## config.mk

```make
export PLATFORM = sky130hd
export DESIGN_NAME = freq_meter_multi
export DESIGN_NICKNAME = d
export VERILOG_FILES = /design/src/rtl/freq_meter_multi.sv
export SDC_FILE = /design/constraint.sdc
export NUM_CORES = 1
export LEC_CHECK = 0
export ABC_AREA = 1
export BUFFER_PORTS_ARGS = -buffer_cell sky130_fd_sc_hd__buf_2
export CORE_MARGIN = 2
export CORE_UTILIZATION = 25
export CTS_CLUSTER_DIAMETER = 150
export CTS_CLUSTER_SIZE = 28
export DETAILED_ROUTE_END_ITERATION = 6
export GPL_ROUTABILITY_DRIVEN = 0
export MAX_ROUTING_LAYER = met4
export SLEW_MARGIN = 40
export SYNTH_ARGS = -nofsm -noshare
export SYNTH_HDL_FRONTEND = slang
export SYNTH_SLANG_ARGS = --single-unit
```

## constraint.sdc

```tcl
create_clock -name sys_clk -period 1.9 [get_ports sys_clk]
set_input_delay 0.285 -clock sys_clk [delete_from_list [all_inputs] [get_ports sys_clk]]
set_output_delay 0.285 -clock sys_clk [all_outputs]
set_load 0.01 [all_outputs]
```

## src/rtl/freq_meter_multi.sv

```systemverilog
// Multi-channel frequency meter: counts rising edges on NUM_CH asynchronous inputs
// over a programmable sys_clk gate window and streams per-channel results.
module freq_meter_multi #(
    parameter int unsigned NUM_CH        = 4,
    parameter int unsigned CNT_W         = 24,
    parameter int unsigned GATE_W        = 8,
    parameter int unsigned GATE_UNIT_CYC = 50000,
    parameter int unsigned CH_W          = $clog2(NUM_CH)
) (
    input  logic              sys_clk,
    input  logic              sys_rst,
    input  logic [NUM_CH-1:0] meas_clk,
    input  logic [GATE_W-1:0] gate_len,
    input  logic              mode,
    input  logic              start,
    input  logic              stop,
    output logic              busy,
    output logic              res_valid,
    input  logic              res_ready,
    output logic [CH_W-1:0]   res_ch,
    output logic [CNT_W-1:0]  res_count,
    output logic              res_ovf,
    output logic [GATE_W-1:0] res_gate
);

    localparam int unsigned   PRE_W    = (GATE_UNIT_CYC > 1) ? $clog2(GATE_UNIT_CYC) : 1;
    localparam logic [PRE_W-1:0] PRE_LAST = PRE_W'(GATE_UNIT_CYC - 1);
    localparam logic [CH_W-1:0]  CH_LAST  = CH_W'(NUM_CH - 1);

    typedef enum logic [1:0] {IDLE, ARM, GATE, UNLOAD} state_t;

    state_t              state;
    state_t              state_nxt;
    logic [NUM_CH-1:0]   sync1;
    logic [NUM_CH-1:0]   sync2;
    logic [NUM_CH-1:0]   sync3;
    logic [NUM_CH-1:0]   rise;
    logic [PRE_W-1:0]    pre_cnt;
    logic [GATE_W-1:0]   unit_cnt;
    logic [GATE_W-1:0]   gate_eff;
    logic [CNT_W-1:0]    cnt      [NUM_CH];
    logic [CNT_W-1:0]    cnt_nxt  [NUM_CH];
    logic [CNT_W-1:0]    snap_cnt [NUM_CH];
    logic [NUM_CH-1:0]   ovf;
    logic [NUM_CH-1:0]   ovf_nxt;
    logic [NUM_CH-1:0]   snap_ovf;
    logic                gate_last;
    logic                xfer;
    logic [CH_W-1:0]     ch_nxt;

    // Two-flop synchroniser plus a third flop for rising-edge detection.
    always_ff @(posedge sys_clk or negedge sys_rst) begin
        if (!sys_rst) begin
            sync1 <= '0;
            sync2 <= '0;
            sync3 <= '0;
        end else begin
            sync1 <= meas_clk;
            sync2 <= sync1;
            sync3 <= sync2;
        end
    end

    assign rise      = sync2 & ~sync3;
    assign gate_last = (state == GATE) && (pre_cnt == PRE_LAST)
                       && (unit_cnt == gate_eff - GATE_W'(1));
    assign xfer      = (state == UNLOAD) && res_valid && res_ready;
    assign ch_nxt    = res_ch + CH_W'(1);

    // Saturating per-channel increment; an edge at all-ones flags overflow.
    always_comb begin
        for (int i = 0; i < NUM_CH; i++) begin
            cnt_nxt[i] = cnt[i];
            ovf_nxt[i] = ovf[i];
            if (rise[i]) begin
                if (&cnt[i]) begin
                    ovf_nxt[i] = 1'b1;
                end else begin
                    cnt_nxt[i] = cnt[i] + CNT_W'(1);
                end
            end
        end
    end

    always_comb begin
        state_nxt = state;
        case (state)
            IDLE:    if (start) state_nxt = ARM;
            ARM:     state_nxt = GATE;
            GATE:    if (gate_last) state_nxt = UNLOAD;
            UNLOAD:  if (xfer && (res_ch == CH_LAST)) state_nxt = mode ? ARM : IDLE;
            default: state_nxt = IDLE;
        endcase
        if (stop) begin
            state_nxt = IDLE;
        end
    end

    always_ff @(posedge sys_clk or negedge sys_rst) begin
        if (!sys_rst) begin
            state     <= IDLE;
            busy      <= 1'b0;
            res_valid <= 1'b0;
        end else begin
            state     <= state_nxt;
            busy      <= (state_nxt != IDLE);
            res_valid <= (state_nxt == UNLOAD);
        end
    end

    // Gate timebase: prescaler of GATE_UNIT_CYC cycles, unit counter up to gate_eff.
    always_ff @(posedge sys_clk or negedge sys_rst) begin
        if (!sys_rst) begin
            pre_cnt  <= '0;
            unit_cnt <= '0;
            gate_eff <= '0;
        end else if (state == ARM) begin
            pre_cnt  <= '0;
            unit_cnt <= '0;
            gate_eff <= (gate_len == '0) ? GATE_W'(1) : gate_len;
        end else if (state == GATE) begin
            if (pre_cnt == PRE_LAST) begin
                pre_cnt  <= '0;
                unit_cnt <= unit_cnt + GATE_W'(1);
            end else begin
                pre_cnt <= pre_cnt + PRE_W'(1);
            end
        end
    end

    always_ff @(posedge sys_clk or negedge sys_rst) begin
        if (!sys_rst) begin
            for (int i = 0; i < NUM_CH; i++) begin
                cnt[i] <= '0;
            end
            ovf <= '0;
        end else if (state == ARM) begin
            for (int i = 0; i < NUM_CH; i++) begin
                cnt[i] <= '0;
            end
            ovf <= '0;
        end else if (state == GATE) begin
            for (int i = 0; i < NUM_CH; i++) begin
                cnt[i] <= cnt_nxt[i];
            end
            ovf <= ovf_nxt;
        end
    end

    // Snapshot includes the final gate cycle's edges; channel 0 is presented directly.
    always_ff @(posedge sys_clk or negedge sys_rst) begin
        if (!sys_rst) begin
            for (int i = 0; i < NUM_CH; i++) begin
                snap_cnt[i] <= '0;
            end
            snap_ovf  <= '0;
            res_ch    <= '0;
            res_count <= '0;
            res_ovf   <= 1'b0;
            res_gate  <= '0;
        end else if (gate_last) begin
            for (int i = 0; i < NUM_CH; i++) begin
                snap_cnt[i] <= cnt_nxt[i];
            end
            snap_ovf  <= ovf_nxt;
            res_ch    <= '0;
            res_count <= cnt_nxt[0];
            res_ovf   <= ovf_nxt[0];
            res_gate  <= gate_eff;
        end else if (xfer && (res_ch != CH_LAST)) begin
            res_ch    <= ch_nxt;
            res_count <= snap_cnt[ch_nxt];
            res_ovf   <= snap_ovf[ch_nxt];
        end
    end

endmodule

```

==> results of run 1 <==
==> registers in the layout (all words and copies together), names as in the netlist <==
signal	cells
state	2
unit_cnt	8
res_ch	2
res_count	24
res_valid	1
res_gate	8
cnt	96
sync2	4
res_ovf	1
snap_cnt	96
snap_ovf	4
pre_cnt	16
gate_eff	8
sync3	4
ovf	4
sync1	4
busy	1
==> cell type report <==
| cell class | count | area (um^2) |
|---|---|---|
| Sequential cell | 283 | 7080 |
| Inverter | 220 | 831 |
| Fill cell | 6535 | 41200 |
| Multi-Input combinational cell | 1515 | 8110 |
| Clock buffer | 15 | 375 |
| Clock inverter | 1 | 30.0 |
| Tap cell | 837 | 1050 |
| Timing Repair Buffer | 312 | 3030 |
==> critical path, delay by kind of cell (launching register included) <==
| kind | cells | cell delay, ps |
|---|---|---|
| and+or+nand+nor | 10 | 970 |
| DFF | 1 | 410 |
| buffers and inverters | 4 | 610 |
==> Yosys cell counts (4+ instances only) <==
cell type and count:
nand2_1 667, dfrtp_1 283, o21ai_0 224, inv_1 206
nor2_1 149, nand3_1 142, xor2_1 66, clkbuf_1 49
nor3_1 46, o22ai_1 44, nand4_1 33, nand3b_1 27
buf_2 23, o21ai_1 23, a21oi_1 22, ha_1 12
buf_6 8, inv_2 8, nor2_2 8, xnor2_1 6
a211oi_1 4, clkinv_1 4, nand2_2 4, nand3_2 4
nor4_1 4
==> worst max-delay path by stage <==
stage | from | end | slack [ps] | depth (start not counted)
6_report | gate_eff[1] | res_count[15] | -210 | 14
2_1_floorplan | state[0] | cnt[20] | 2 | 7
3_5_place_dp | gate_eff[0] | res_count[14] | -210 | 12
3_3_place_gp | gate_eff[1] | res_count[16] | -160 | 12
5_1_grt | gate_eff[1] | snap_cnt[82] | -320 | 14
4_1_cts | gate_eff[1] | snap_cnt[70] | -140 | 12
==> layer usage <==
layer  share of wire [%]  up-vias
li1                    -     7260
met2                  48      382
met5                   0        -
met3                 4.7       83
met4                 2.5        0
met1                  45     7121
==> report_power, final <==
part | internal, W | switching, W | total [W]
combinational | 0.00261 | 0.00452 | 0.00713
clock | 0.00146 | 0.00209 | 0.00355
sequential | 0.00655 | 0.000462 | 0.00701
total | 0.0106 | 0.00707 | 0.0177
==> cell families after synthesis <==
group | count (synthesis) | share of synthesized area [%]
flip-flops | 283 | 45.4
adder cells (fa/ha/maj) | 12 | 0.963
AND/OR/NAND/NOR | 1098 | 30.0
XOR/XNOR | 73 | 4.15
AO/OA/AOI/OAI | 332 | 11.4
buffers and inverters | 305 | 7.99
==> per-stage QoR <==
| step | total power, W | worst slack [ps] | instances |
|---|---|---|---|
| 2_1_floorplan | 0.0105 | 2.17 | 2103 |
| 3_3_place_gp | 0.0134 | -165 | 3103 |
| 3_5_place_dp | 0.0134 | -215 | 3103 |
| 4_1_cts | 0.0171 | -144 | 3142 |
| 5_1_grt | 0.0187 | -324 | 3183 |
| 6_report | 0.0177 | -207 | 3183 |
==> timing repair <==
item	CTS	global route
cloned	7	16
buffers inserted	5	25
resized for setup	81	203
pin swaps	21	64
hold endpoints to repair	47	0
hold buffers	11	0
endpoints found under the setup margin	203	253
==> cells in the final DEF, fill, tap and decap left out, drive strengths merged, types with 6 or more instances in the layout <==
master | netlist | layout
dfrtp | 283 | 283
ha | 12 | 12
nand3b | 27 | 27
xnor2 | 6 | 6
nand4 | 35 | 35
nor3 | 48 | 48
clkbuf | 49 | 24
nand2 | 672 | 672
inv | 215 | 215
xor2 | 67 | 67
o21ai | 249 | 249
nor2 | 160 | 160
clkinv | 5 | 6
nand3 | 146 | 146
a21oi | 24 | 24
buf | 36 | 292
o22ai | 44 | 44
dlygate4sd3 | 0 | 11
==> results.json, run 1 <==
{
  "vias": 14846,
  "clk_path_buf_depth": 3,
  "busiest_layer": "met2",
  "num_antenna_cells": 0,
  "use_met3_pct": 1.32,
  "grt_max_degree": 86,
  "irDropWorstVdd_uv": 994,
  "grt.overflow.total": 0,
  "seq_area_frac_synth_pct": 45.4,
  "synth_top_area_share_pct": 45.4,
  "syn_to_final_growth_pct": 31.6,
  "synthFlopType": "dfrtp_1",
  "core.rowCount": 91,
  "yosysWarnings": 0,
  "grt_usage_pct": 15.1,
  "tns_ps": -19710,
  "stdcell_area_mm2": 0.0205,
  "ys_seq_elements": 283,
  "path_clk_slew_ps": 110,
  "critical_path.slowest_cell": "dfrtp_1",
  "relSlewSlack_pct": 63.5,
  "vias_per_cell": 4.66,
  "hp-class": "in2reg",
  "synth_area_leaders": "dfrtp_1 45%, nand2_1 16%, o21ai_0 7.2%, inv_1 5.0%, nand3_1 4.6%",
  "criticalPathCategory": "reg2reg",
  "grt_pass1_wl_um": 76200,
  "cts.sinks": 283,
  "final-setup-viol-count": 128,
  "holdWs_ps": 7.98,
  "drtAntennaViolNets": 0,
  "violations": "negative setup slack",
  "cp_data_required_time_ps": 2320,
  "root_buffer": "clkbuf_16",
  "nets": 2376,
  "wirelength_um": 49800,
  "h-tree-depth": 1,
  "worst-r2r-cell-count": 14,
  "worst_pin_slew_ps": 541,
  "initial_core_util_pct": 25.3,
  "post_dp_cell_area_mm2": 0.0182,
  "grt_use_met2_pct": 24.3,
  "skew_ps": 47.6,
  "synth_area_leader_cell": "dfrtp_1",
  "arrival_ps": 2530,
  "endpoint_kind": "register",
  "worstPathMaxFanout": 6,
  "clock_latency_ps": 540,
  "synth_area_mm2": 0.0156,
  "drtIter0Drc": 1250,
  "drive_gt1_share_pct": 22.9,
  "die_y_um": 254,
  "powerDensity_mw_per_mm2": 862,
  "slowest_delay_ps": 410,
  "drc_errors": 0,
  "use_met1_pct": 20.5,
  "port_buffers": 54,
  "grt_pass1_vias": 14067,
  "syn_inst": 2103,
  "avgSynthCellArea_um2": 7.41,
  "fin_util_pct": 33.2,
  "max_freq_ghz": 0.475,
  "antenna_found_initial": 0,
  "r2r-start": "gate_eff[1]",
  "status": "finished with violations",
  "hold_viol_final": 0,
  "holdPathEnd": "gate_eff[1]",
  "p_leak_nw": 9.63,
  "wl_per_cell_um": 15.7,
  "async_flop_share_pct": 100,
  "hold-path-cell-count": 3,
  "maxCapViolCount": 0,
  "min_from": "gate_len[1]",
  "rr_endpoint": "res_count[15]",
  "crit_chain": "buf_4 > nor2_4 > nand2_4 > nor2_2 > nand2_1 > nand2_2 > nand2_2 > nor2_4 > nand3_4 > buf_8 > buf_6 > clkbuf_16 > nand3_1 > nand3_1",
  "die_x_um": 254,
  "start_kind": "register",
  "synth_edf_count": 0,
  "min_period_ps": 2110,
  "period_share_pct": 111,
  "cts_tree": "built",
  "syn_nets": 2133,
  "cts_made_buffers": 14,
  "core_area_mm2": 0.0617,
  "final-max-slew-violation-count": 0,
  "dieArea_mm2": 0.0644,
  "synth_cell_types": 48,
  "ios": 55,
  "hpwl_um": 33800,
  "rsz0062_at_grt": "yes",
  "dr.pass1.iters": 5,
  "fin_ws_ps": -207,
  "r2r_setup_slack_ps": -210
}
(Power assumes the default switching activity.)
==> run 2, diff against run 1 <==
- BUFFER_PORTS_ARGS: -buffer_cell sky130_fd_sc_hd__buf_2 -> -buffer_cell sky130_fd_sc_hd__buf_4
- CTS_BUF_LIST: default -> sky130_fd_sc_hd__clkbuf_4
==> results.json, run 2 (same netlist as run 1, synthesis figures left out) <==
{
  "vias": 15084,
  "maxCapViolCount": 0,
  "initial_core_util_pct": 25.3,
  "multi_input_area_mm2": 0.00875,
  "status": "finished with violations",
  "register_area_mm2": 0.00709,
  "core.rowCount": 91,
  "skew_ps": 110,
  "critical_path.slowest_cell": "dfrtp_1",
  "antenna_found_initial": 1,
  "worst-r2r-cell-count": 14,
  "period_share_pct": 111,
  "wirelength_um": 51300,
  "final_cell_mix": "539 x nand2_1, 279 x dfrtp_1, 252 x buf_4, 196 x inv_1, 154 x o21ai_0",
  "path_clk_slew_ps": 310,
  "grt_max_degree": 51,
  "port_buffers": 54,
  "start_kind": "register",
  "min_period_ps": 2100,
  "max_freq_ghz": 0.475,
  "h-tree-depth": 1,
  "root_buffer": "clkbuf_4",
  "clk_path_buf_depth": 3,
  "wl_per_cell_um": 15.9,
  "syn_to_final_growth_pct": 37.9,
  "grt_pass1_vias": 14475,
  "die_y_um": 254,
  "fill_cells": 6373,
  "hp-class": "in2async",
  "drive_gt1_share_pct": 27.8,
  "worstPathMaxFanout": 8,
  "vias_per_cell": 4.68,
  "p_total_w": 0.0172,
  "worst_pin_slew_ps": 568,
  "r2r_setup_slack_ps": -200,
  "cts_made_buffers": 14,
  "reg_top3": "cnt: 96 flops, snap_cnt: 96 flops, res_count: 24 flops",
  "p_leak_nw": 10.1,
  "irDropWorstVdd_uv": 834,
  "dr.pass1.iters": 7,
  "dp_cells": 3113,
  "power_frac_clock_pct": 13.7,
  "final_common_cell": "nand2_1",
  "final-max-slew-violation-count": 0,
  "dieArea_mm2": 0.0644,
  "drtAntennaViolNets": 0,
  "hold_viol_final": 0,
  "cts.sinks": 283,
  "comb_power_share_pct": 45.4,
  "rsz0062_at_grt": "yes",
  "slowest_delay_ps": 450,
  "instances_no_fill": 3226,
  "grt_pass1_wl_um": 79500,
  "arrival_ps": 2800,
  "rr_endpoint": "res_count[1]",
  "drtIter0Drc": 1202,
  "criticalPathCategory": "reg2reg",
  "final-setup-viol-count": 130,
  "drc_errors": 0,
  "powerDensity_mw_per_mm2": 798,
  "cts_tree": "built",
  "switching_share_pct": 42.0,
  "ios": 55,
  "violations": "negative setup slack",
  "p_seq_share_pct": 40.9,
  "cp_data_required_time_ps": 2590,
  "grt.overflow.total": 0,
  "nets": 2418,
  "grt_usage_pct": 15.8,
  "power.internal_w": 0.00994,
  "r2r-start": "gate_eff[1]",
  "endpoint_kind": "register",
  "power_switching_w": 0.00721,
  "core_area_mm2": 0.0617,
  "hpwl_um": 33700,
  "place_ws_ps": -242,
  "die_x_um": 254,
  "fin_ws_ps": -204,
  "relSlewSlack_pct": 61.8,
  "clock_latency_ps": 770,
  "crit_chain": "buf_4 > nor2_4 > nand2_2 > buf_4 > nand2_1 > nand3_2 > and2_4 > nand4_2 > nor2_4 > buf_12 > buf_12 > clkbuf_16 > nand2b_1 > nand3_1"
}
==> run 2: critical path: cells and delay by family, from the launching register on <==
kind	cells	cell delay [ps]
buffers and inverters	5	710
flip-flops	1	450
AND/OR/NAND/NOR	9	870
==> run 2: power groups by stage <==
| stage | Sequential [W] | Combinational [W] | Clock (W) |
|---|---|---|---|
| finish | 0.00702 | 0.00778 | 0.00235 |
| global route | 0.00709 | 0.00846 | 0.00265 |
| CTS | 0.00699 | 0.00715 | 0.00244 |
| detailed placement | 0.00708 | 0.00651 | 0 |
| global placement | 0.00708 | 0.00649 | 0 |
| floorplan | 0.00710 | 0.00344 | 0 |
==> run 2: final cells by class <==
cell class | count | share of cell area (%)
inverters | 220 | 3.91
diodes | 1 | 0.0116
flip-flops and latches | 283 | 33.0
repair buffers | 354 | 16.8
clock inverters | 1 | 0.140
well taps | 837 | 4.87
multi-input cells | 1515 | 40.7
clock buffers | 15 | 0.524
==> run 2: how the worst max path moves through the flow <==
| stage | from | to | slack [ps] | cells after the start |
|---|---|---|---|---|
| 2_1_floorplan | state[0] | cnt[20] | 2 | 7 |
| 3_3_place_gp | cnt[72] | res_count[1] | -210 | 10 |
| 3_5_place_dp | gate_eff[0] | res_count[20] | -240 | 12 |
| 4_1_cts | gate_eff[0] | snap_cnt[7] | -200 | 11 |
| 5_1_grt | gate_eff[0] | res_count[5] | -300 | 13 |
| 6_report | gate_eff[1] | res_count[1] | -200 | 14 |
==> run 2: through the flow <==
stage	hold slack [ps]	area (um^2)	setup TNS (ps)	util [%]
2_1_floorplan	-10.6	15600	0	-
3_3_place_gp	248	18400	-8590	29.9
3_5_place_dp	246	18400	-14680	29.9
4_1_cts	94.9	19700	-18830	32.0
5_1_grt	75.1	21500	-33350	34.8
6_report	131	21500	-13620	34.8
==> run 2: routing by layer <==
metal / global-route usage [%] / share of wire [%]
met3: 2.12 / 5.4
met5: - / 0
met4: 4.49 / 2.5
met1: 20.7 / 45
met2: 25.7 / 47
==> run 2: timing repair <==
| action | CTS | global route |
|---|---|---|
| cloned | 13 | 11 |
| hold buffers | 19 | 0 |
| buffers inserted | 17 | 45 |
| hold endpoints to repair | 299 | 0 |
| resized for setup | 111 | 387 |
| endpoints found under the setup margin | 157 | 238 |
| pin swaps | 19 | 109 |
